$ cat config.mk
export PLATFORM = sky130hd
export DESIGN_NAME = uart_tx_framer
export DESIGN_NICKNAME = d
export VERILOG_FILES = /design/src/rtl/uart_tx_pkg.sv /design/src/rtl/uart_tx_out_sel.sv /design/src/rtl/uart_tx_framer.sv
export SDC_FILE = /design/constraint.sdc
export NUM_CORES = 1
export LEC_CHECK = 0
export ABC_AREA = 1
export CORE_MARGIN = 1
export CORE_UTILIZATION = 55
export DETAILED_ROUTE_END_ITERATION = 8
export HOLD_SLACK_MARGIN = 0.15
export PLACE_DENSITY_LB_ADDON = 0.12
export SYNTH_ARGS = -nofsm -noshare
export SYNTH_HDL_FRONTEND = slang
export SYNTH_SLANG_ARGS = --single-unit
$ cat constraint.sdc
create_clock -name CLK -period 2.3 [get_ports CLK]
set_input_delay 0.575 -clock CLK [delete_from_list [all_inputs] [get_ports CLK]]
set_output_delay 0.575 -clock CLK [all_outputs]
set_load 0.01 [all_outputs]
$ cat src/rtl/uart_tx_pkg.sv
// uart_tx_pkg: shared state and output-select encodings for uart_tx_framer.
// BREAK is always enumerated; it is only reachable when UART_TX_BREAK_EN is defined.
package uart_tx_pkg;

    typedef enum logic [2:0] {
        S_IDLE,
        S_START,
        S_DATA,
        S_PARITY,
        S_STOP1,
        S_STOP2,
        S_BREAK
    } state_t;

    typedef enum logic [1:0] {
        SEL_ZERO = 2'b00,
        SEL_DATA = 2'b01,
        SEL_PAR  = 2'b10,
        SEL_ONE  = 2'b11
    } sel_t;

endpackage

$ cat src/rtl/uart_tx_out_sel.sv
// uart_tx_out_sel: 4:1 line-level select (0/data/parity/1) registered onto the serial pin.
// The register resets to 1 so the line idles high.
module uart_tx_out_sel
    import uart_tx_pkg::*;
(
    input  logic clk,
    input  logic rst_n,
    input  sel_t sel,
    input  logic data_bit,
    input  logic par_bit,
    output logic tx
);

    logic nxt;

    always_comb
        nxt = sel == SEL_ZERO ? 1'b0 :
              sel == SEL_DATA ? data_bit :
              sel == SEL_PAR  ? par_bit : 1'b1;

    always_ff @(posedge clk or negedge rst_n)
        if (!rst_n)
            tx <= 1'b1;
        else
            tx <= nxt;

endmodule

$ cat src/rtl/uart_tx_framer.sv
// uart_tx_framer: UART transmit framer, one bit per clock, optional parity and 1/2 stop bits.
// Define UART_TX_BREAK_EN to enable the BREAK_REQ line-break state.
module uart_tx_framer
    import uart_tx_pkg::*;
#(
    parameter  int DATA_WIDTH = 8,
    localparam int CNT_W      = $clog2(DATA_WIDTH)
) (
    input  logic                  CLK,
    input  logic                  RST,
    input  logic [DATA_WIDTH-1:0] P_DATA,
    input  logic                  DATA_VALID,
    input  logic                  PAR_EN,
    input  logic                  PAR_TYP,
    input  logic                  STOP2,
    input  logic                  BREAK_REQ,
    output logic                  TX_OUT,
    output logic                  BUSY
);

    state_t                  state, nxt;
    sel_t                    sel;
    logic [CNT_W-1:0]        cnt;
    logic [DATA_WIDTH-1:0]   shift;
    logic                    par_q, par_en_q, stop2_q;
    logic                    last, accept;

    assign last   = cnt == CNT_W'(DATA_WIDTH - 1);
    assign accept = state == S_IDLE && nxt == S_START;
    assign BUSY   = state != S_IDLE;

`ifndef UART_TX_BREAK_EN
    logic unused_break;
    assign unused_break = BREAK_REQ;
`endif

    always_comb begin
        nxt = state;
        sel = SEL_ONE;
        case (state)
`ifdef UART_TX_BREAK_EN
            S_IDLE:   nxt = BREAK_REQ ? S_BREAK : DATA_VALID ? S_START : S_IDLE;
            S_BREAK: begin
                sel = SEL_ZERO;
                nxt = BREAK_REQ ? S_BREAK : S_STOP1;
            end
`else
            S_IDLE:   nxt = DATA_VALID ? S_START : S_IDLE;
`endif
            S_START: begin
                sel = SEL_ZERO;
                nxt = S_DATA;
            end
            S_DATA: begin
                sel = SEL_DATA;
                nxt = !last ? S_DATA : par_en_q ? S_PARITY : S_STOP1;
            end
            S_PARITY: begin
                sel = SEL_PAR;
                nxt = S_STOP1;
            end
            S_STOP1:  nxt = stop2_q ? S_STOP2 : S_IDLE;
            S_STOP2:  nxt = S_IDLE;
            default:  nxt = S_IDLE;
        endcase
    end

    // Frame config is latched only on accept; an idle clear keeps a break's stop cycle single.
    always_ff @(posedge CLK or negedge RST)
        if (!RST) begin
            state    <= S_IDLE;
            cnt      <= '0;
            shift    <= '0;
            par_q    <= 1'b0;
            par_en_q <= 1'b0;
            stop2_q  <= 1'b0;
        end else begin
            state <= nxt;
            cnt   <= (state == S_DATA && !last) ? cnt + CNT_W'(1) : '0;
            if (accept) begin
                shift    <= P_DATA;
                par_q    <= ^P_DATA ^ PAR_TYP;
                par_en_q <= PAR_EN;
                stop2_q  <= STOP2;
            end else if (state == S_DATA) begin
                shift <= shift >> 1;
            end else if (state == S_IDLE) begin
                stop2_q <= 1'b0;
            end
        end

    uart_tx_out_sel u_out_sel (
        .clk      (CLK),
        .rst_n    (RST),
        .sel      (sel),
        .data_bit (shift[0]),
        .par_bit  (par_q),
        .tx       (TX_OUT)
    );

endmodule
==> results of run 1 <==
==> kinds of logic after synthesis <==
kind of cell               Yosys count  share of synthesized area
AOI/OAI and AO/OA                   21                      0.164
buffers and inverters               24                      0.102
and+or+nand+nor                     51                      0.234
adders and majority gates            2                     0.0254
DFF                                 18                      0.458
xor gates and xnor gates             2                     0.0178
==> critical path, cell delays in order (launching register included) <==
cell and delay [ns]:
sky130_fd_sc_hd__dfrtp_1 0.44, sky130_fd_sc_hd__nor2_2 0.17, sky130_fd_sc_hd__nand2_1 0.08, sky130_fd_sc_hd__clkdlybuf4s50_1 0.48
==> metrics by stage <==
stage | instances | cell area [um2] | utilization | total power, W | worst slack [ns]
3_3_place_gp | 158 | 1170 | 0.734 | 0.00115 | 0.458
6_report | 162 | 1210 | 0.757 | 0.00137 | 0.251
2_1_floorplan | 118 | 986 | - | 0.00101 | 1.06
3_5_place_dp | 158 | 1170 | 0.734 | 0.00118 | 0.472
5_1_grt | 162 | 1210 | 0.757 | 0.00148 | 0.162
4_1_cts | 162 | 1210 | 0.757 | 0.00138 | 0.254
==> path summary, 6_finish.rpt <==
path	startpoint	end	slack [ns]	cells after the start
min in group asynchronous	RST	shift[2]	0.60	2
worst min register to register	cnt[0]	cnt[0]	0.44	1
worst max-delay path	state[1]	BUSY	0.25	3
max in group asynchronous	RST	u_out_sel.tx	1.44	2
worst max register to register	state[1]	shift[6]	0.91	5
worst min-delay path	cnt[0]	cnt[0]	0.44	1
==> power breakdown <==
| group | internal, W | switching [W] |
|---|---|---|
| Combinational | 0.000261 | 0.000385 |
| Sequential | 0.000458 | 0.0000669 |
| Clock | 0.0000967 | 0.000102 |
==> area by class of cell <==
cell class / count / area, um2 / share of cell area
inverters: 23 / 88.8 / 0.0737
well taps: 24 / 30.0 / 0.0249
repair buffers: 17 / 165 / 0.137
flip-flops and latches: 18 / 452 / 0.374
clock buffers: 4 / 36.3 / 0.0301
multi-input cells: 76 / 434 / 0.360
==> Yosys cell counts <==
cell                       count  area (um2)
sky130_fd_sc_hd__dfrtp_1      17         425
sky130_fd_sc_hd__nand3_2       1        10.0
sky130_fd_sc_hd__nor3_1        1        5.00
sky130_fd_sc_hd__o21bai_1      1        7.51
sky130_fd_sc_hd__a21oi_1       1        5.00
sky130_fd_sc_hd__ha_1          2        25.0
sky130_fd_sc_hd__o221ai_1      3        26.3
sky130_fd_sc_hd__buf_6         1        11.3
sky130_fd_sc_hd__nand2_2       1        6.26
sky130_fd_sc_hd__o211ai_1      1        7.51
sky130_fd_sc_hd__a211oi_1      1        7.51
sky130_fd_sc_hd__xor2_1        1        8.76
sky130_fd_sc_hd__o21ai_2       9        78.8
sky130_fd_sc_hd__nor2_2        1        6.26
sky130_fd_sc_hd__nor2_4        1        11.3
sky130_fd_sc_hd__inv_1        21        78.8
sky130_fd_sc_hd__dfstp_2       1        26.3
sky130_fd_sc_hd__nand2_4       1        11.3
sky130_fd_sc_hd__nor2_1        6        22.5
sky130_fd_sc_hd__inv_2         1        3.75
sky130_fd_sc_hd__a22o_1        1        8.76
sky130_fd_sc_hd__nand2_1      30         113
sky130_fd_sc_hd__xnor2_1       1        8.76
sky130_fd_sc_hd__nand3_1       9        45.0
sky130_fd_sc_hd__o21ai_1       4        20.0
sky130_fd_sc_hd__inv_4         1        6.26
==> flip-flops by register name (all words and copies together) (netlist names) <==
register      count
cnt               3
par_en_q          1
shift             8
state             3
par_q             1
stop2_q           1
u_out_sel.tx      1
==> layer usage <==
layer  vias to the layer above  share of wire  track usage
met2                        17           0.49        0.388
met1                       367           0.46        0.276
met3                         4          0.043       0.0735
li1                        416              -            -
met5                         -              0            0
met4                         0          0.011       0.0727
==> parameters.txt, run 1 <==
Parameter                              Value

Status
  Status ... finished clean

Global routing
  Global-route wire length before repair ... ~3200 um
  Via count of the first global-routing pass ... 791
  Initial antenna violation count ... 0
  Pin count of the biggest net entering global routing ... 19
  Global router's overall resource usage ... 0.229
  Remaining Overflow, GRT ... 0

Placement
  Number of buffers added on ports ... 15
  HPWL reported at the end of detailed placement ... around 1400 um
  Weighted congestion at the end of routability-driven global placement ... between 0.7 and 0.8

Die
  Total die area ... about 2000 um2
  Chip Height ... 44.3 um
  Io pins ... 17
  Chip Width ... between 40 and 50 um
  Number of placement rows ... 14
  Area of the core ... between 1500 and 2000 um2
  Starting density of the core ... 0.619

Timing
  Final setup TNS ... 0 ns
  Final Skew ... around 0.0056 ns
  Slew headroom ... 0.830
  Number of hold-slack violations in the final timing report ... 0
  Count of final max-slew check failures ... 0
  Minimum period implied by the final worst setup slack ... 2.05 ns
  Highest achievable clock rate ... 0.488 GHz
  Worst hold-check slack ... 0.442 ns
  RSZ-0062 raised after global routing ... false
  Transition time at the pin with the least slew margin ... about 0.25 ns
  Final critical-path share of the clock period ... 0.891
  Final-report setup violation count ... 0

Critical path
  Peak fanout along the critical path ... 4
  Required time of the critical path ... 1.73 ns
  Sort of element at the start of the critical path ... flip-flop
  WS Path Type ... flip-flop to primary output
  Worst endpoint data arrival time ... 1.47 ns
  Critical Path End Type ... primary output

Clock network
  Hold buffers post-CTS ... 0
  Cts bufs inserted ... 3
  Root buffer cell ... sky130_fd_sc_hd__clkbuf_4
  Clock tree from TritonCTS ... done
  Max Root-Sink Buffers ... 2
  Later-pin clock latency in the skew report ... 0.30 ns
  Count of cells resized by post-cts repair ... 0
  Post-CTS Setup Repair Bufs ... 0
  H-tree levels ... 1
  Worst-path clk slew ... approximately 0.10 ns
  Sink count of the clock tree ... 18

Final layout
  Commonest cells after routing, fill and taps aside ... sky130_fd_sc_hd__nand2_1, sky130_fd_sc_hd__inv_1, sky130_fd_sc_hd__dfrtp_1
  Fraction of final layout cells with drive strength greater than 1 ... 0.167
  Fillcell total ... about 120
  Number of nets in the finished design ... 156
  Leading cell type in the layout, fill and taps excluded ... sky130_fd_sc_hd__nand2_1
  # diodes ... 0
  Layout overhead on the synthesized area ... 22.3%

Route
  Drt pass-1 iters ... 4
  Number of remaining DRC errors ... 0
  ANT nets after route ... 0
  Via count ... between 800 and 900
  Mean number of vias per cell ... between 4 and 5
  Post-detailed-route wirelength per cell ... 11.0 um
  DRC marker count from the first detailed-route iteration ... 14
  DRT Wirelength ... roughly 1800 um

Min path
  Kind of path behind the tightest hold check ... flip-flop to flip-flop

Logic synthesis
  Share of the yosys chip area belonging to registers ... 0.458
  Syn_nets ... 135
  Combined area of all synthesized cells ... 986 um2
  Synthesized flop and latch total ... 18
  Syn avg cell area ... 8.36 um2
  Number of distinct standard cells referenced by the synthesized netlist ... 26
  Cells after Synth ... roughly 120
  Syn. warnings ... 0

Power
  IR Drop Worst-Case VDD ... about 0.85 mV
  Pwr dens ... between 1000 and 1500 nW/um2
  Leakage ... approximately 0.61 nW

Run
  # Max-Cap Violations ... 0
(Power assumes the default switching activity.)
==> run 2, diff against run 1 <==
--- a/config.mk
+++ b/config.mk
@@ -7,7 +7,7 @@
 export LEC_CHECK = 0
 export ABC_AREA = 1
 export CORE_MARGIN = 1
-export CORE_UTILIZATION = 55
+export CORE_UTILIZATION = 51
 export DETAILED_ROUTE_END_ITERATION = 8
 export HOLD_SLACK_MARGIN = 0.15
 export PLACE_DENSITY_LB_ADDON = 0.12
==> constraint.sdc (replaced) <==
create_clock -name CLK -period 2.2 [get_ports CLK]
set_input_delay 0.55 -clock CLK [delete_from_list [all_inputs] [get_ports CLK]]
set_output_delay 0.55 -clock CLK [all_outputs]
set_load 0.01 [all_outputs]
==> run 2 against run 1 <==
Net effect:
- routed wire length is 0.45% lower
- first-iteration DRC count increased by 7.1%
- register-to-register slack worse by 0.05 ns
- non-clock buffer count did not move
- critical path depth stayed put
- utilization is 7.2 points lower
- setup slack worse by 0.075 ns
- clock power is 4% higher
- global-route usage is 2.8 points lower
- final cell count rose by 0.62%
- largest power group unchanged
==> parameters.txt, run 2 (synthesized netlist as in run 1, its figures left out) <==
Parameter                              Value

Critical path
  CP max-delay cell ... sky130_fd_sc_hd__clkdlybuf4s50_1 (unchanged)
  Launch point of the worst reg-to-reg path ... state[1] (unchanged)
  Peak fanout along the critical path ... 4 (unchanged)
  Critical Path End Type ... primary output (unchanged)
  Critical Path Max Stage Delay ... 0.48 ns (about the same)
  Number of buffers and inverters on the critical path ... 1 (unchanged)
  Cell chain of the critical path ... nor2_2 > nand2_1 > clkdlybuf4s50_1 (unchanged)
  Crit path from ... state[1] (unchanged)
  Sort of element at the start of the critical path ... flip-flop (unchanged)
  Worst endpoint data arrival time ... 1.47 ns (about the same)
  Required time of the critical path ... 1.65 ns (was 1.73 ns)
  Dominant delay contributor by cell family on the critical path ... buffers and inverters (unchanged)
  WS Path Type ... flip-flop to primary output (unchanged)

Route
  DRC marker count from the first detailed-route iteration ... 15 (was 14)
  ANT nets after route ... 0 (unchanged)
  Mean number of vias per cell ... 4.93 (was 4.96)
  Post-detailed-route wirelength per cell ... 10.8 um (was 11.0 um)
  Drt pass-1 iters ... 4 (unchanged)
  Number of remaining DRC errors ... 0 (unchanged)
  Via count ... 804 (unchanged)
  DRT Wirelength ... 1770 um (was 1780 um)

Clock network
  Root buffer cell ... sky130_fd_sc_hd__clkbuf_4 (unchanged)
  Later-pin clock latency in the skew report ... 0.30 ns (about the same)
  Worst-path clk slew ... 0.10 ns (about the same)
  Cts bufs inserted ... 3 (unchanged)
  Hold buffers post-CTS ... 0 (unchanged)
  H-tree levels ... 1 (unchanged)
  Max Root-Sink Buffers ... 2 (unchanged)
  Count of cells resized by post-cts repair ... 0 (unchanged)
  Post-CTS Setup Repair Bufs ... 0 (unchanged)
  Sink count of the clock tree ... 18 (unchanged)
  Clock tree from TritonCTS ... done (unchanged)

Timing
  Transition time at the pin with the least slew margin ... 0.242 ns (was 0.254 ns)
  Minimum period implied by the final worst setup slack ... 2.02 ns
  RSZ-0062 raised after global routing ... false (unchanged)
  Number of hold-slack violations in the final timing report ... 0 (unchanged)
  Final Skew ... 0.000701 ns (was 0.00559 ns)
  Final setup TNS ... 0 ns (unchanged)
  Slew headroom ... 0.838 (was 0.830)
  Final-report setup violation count ... 0 (unchanged)
  Final critical-path share of the clock period ... 0.920
  Count of final max-slew check failures ... 0 (unchanged)
  Highest achievable clock rate ... approximately 0.49 GHz

Global routing
  Initial antenna violation count ... 0 (unchanged)
  Pin count of the biggest net entering global routing ... 19 (unchanged)
  Remaining Overflow, GRT ... 0 (unchanged)
  Global router's overall resource usage ... 0.201 (was 0.229)
  Global-route wire length before repair ... 2950 um (was 3220 um)
  Via count of the first global-routing pass ... 724 (was 791)

Placement
  Weighted congestion at the end of routability-driven global placement ... 0.777 (was 0.732)
  Number of buffers added on ports ... 15 (unchanged)
  HPWL reported at the end of detailed placement ... 1390 um (was 1350 um)

Die
  Io pins ... 17 (unchanged)
  Area of the core ... 1760 um2 (was 1590 um2)
  Chip Height ... 46.0 um (was 44.3 um)
  Number of placement rows ... 15 (was 14)
  Starting density of the core ... 0.559 (was 0.619)
  Total die area ... 2110 um2 (was 1970 um2)
  Chip Width ... 46.0 um (was 44.3 um)

Final layout
  Leading registers by flop count ... shift (8), cnt (3), state (3) (unchanged)
  Largest register by flop count ... shift (unchanged)
  Commonest cells after routing, fill and taps aside ... sky130_fd_sc_hd__nand2_1, sky130_fd_sc_hd__inv_1, sky130_fd_sc_hd__dfrtp_1 (unchanged)
  Layout overhead on the synthesized area ... 22.5% (was 22.3%)
  Number of nets in the finished design ... 156 (unchanged)
  Leading cell type in the layout, fill and taps excluded ... sky130_fd_sc_hd__nand2_1 (unchanged)
  Fillcell total ... 158 (was 122)
  Core utilization of the finished layout ... 0.684 (was 0.757)
  Largest register FFs ... 8 (unchanged)
  # diodes ... 0 (unchanged)
  Fraction of final layout cells with drive strength greater than 1 ... 0.167 (unchanged)

Power
  Leakage ... 0.609 nW (unchanged)
  IR Drop Worst-Case VDD ... 0.656 mV (was 0.849 mV)
  Pwr dens ... 1180 nW/um2 (was 1140 nW/um2)

Min path
  Startpoint of the lowest-slack hold path ... cnt[0] (unchanged)
  Kind of path behind the tightest hold check ... flip-flop to flip-flop (unchanged)

Status
  Status ... finished clean (unchanged)

Run
  # Max-Cap Violations ... 0 (unchanged)
[run 2: cell counts in the layout (fill, tap and decap cells not counted)]
No cell type changed its count.
[run 2: layer usage]
layer	part of all wire	GRT usage	wire [um]	up-vias
met3	0.031	0.0357	55	4
li1	-	-	-	416
met5	0	0	0	-
met2	0.47	0.324	831	17
met4	0.019	0.106	34	0
met1	0.48	0.255	846	367
[run 2: path summary, 6_finish.rpt]
check,endpoint,slack [ns],cells after the start
setup reg to reg,shift[3],0.86,5
max in group asynchronous,u_out_sel.tx,1.38,2
setup / recovery,BUSY,0.18,3
hold / removal,cnt[0],0.45,1
hold reg to reg,cnt[0],0.45,1
min in group asynchronous,state[0],0.57,2
[run 2: per-stage QoR]
step	cells	hold slack, ns	setup slack [ns]	power, W	cell area, um2
2_1_floorplan	118	0.254	0.985	0.00105	986
3_3_place_gp	159	0.420	0.425	0.00120	1170
3_5_place_dp	159	0.438	0.381	0.00124	1170
4_1_cts	163	0.452	0.174	0.00144	1210
5_1_grt	163	0.491	0.121	0.00154	1210
6_report	163	0.454	0.176	0.00142	1210
[run 2: where the power goes]
group / total, W / internal (W) / switching (W) / leakage, nW
clock: 0.000205 / 0.000101 / 0.000104 / 0.0210
combinational: 0.000671 / 0.000273 / 0.000398 / 0.362
sequential: 0.000549 / 0.000479 / 0.0000703 / 0.225
total: 0.00142 / 0.000853 / 0.000572 / 0.609
[run 2: area by class of cell]
class | count | area, um2 | area share
clock buffer | 4 | 36.3 | 0.0301
inverter | 23 | 88.8 | 0.0736
timing repair buffer | 17 | 165 | 0.137
tap | 25 | 31.3 | 0.0259
multi-input combinational | 76 | 434 | 0.360
sequential | 18 | 452 | 0.374
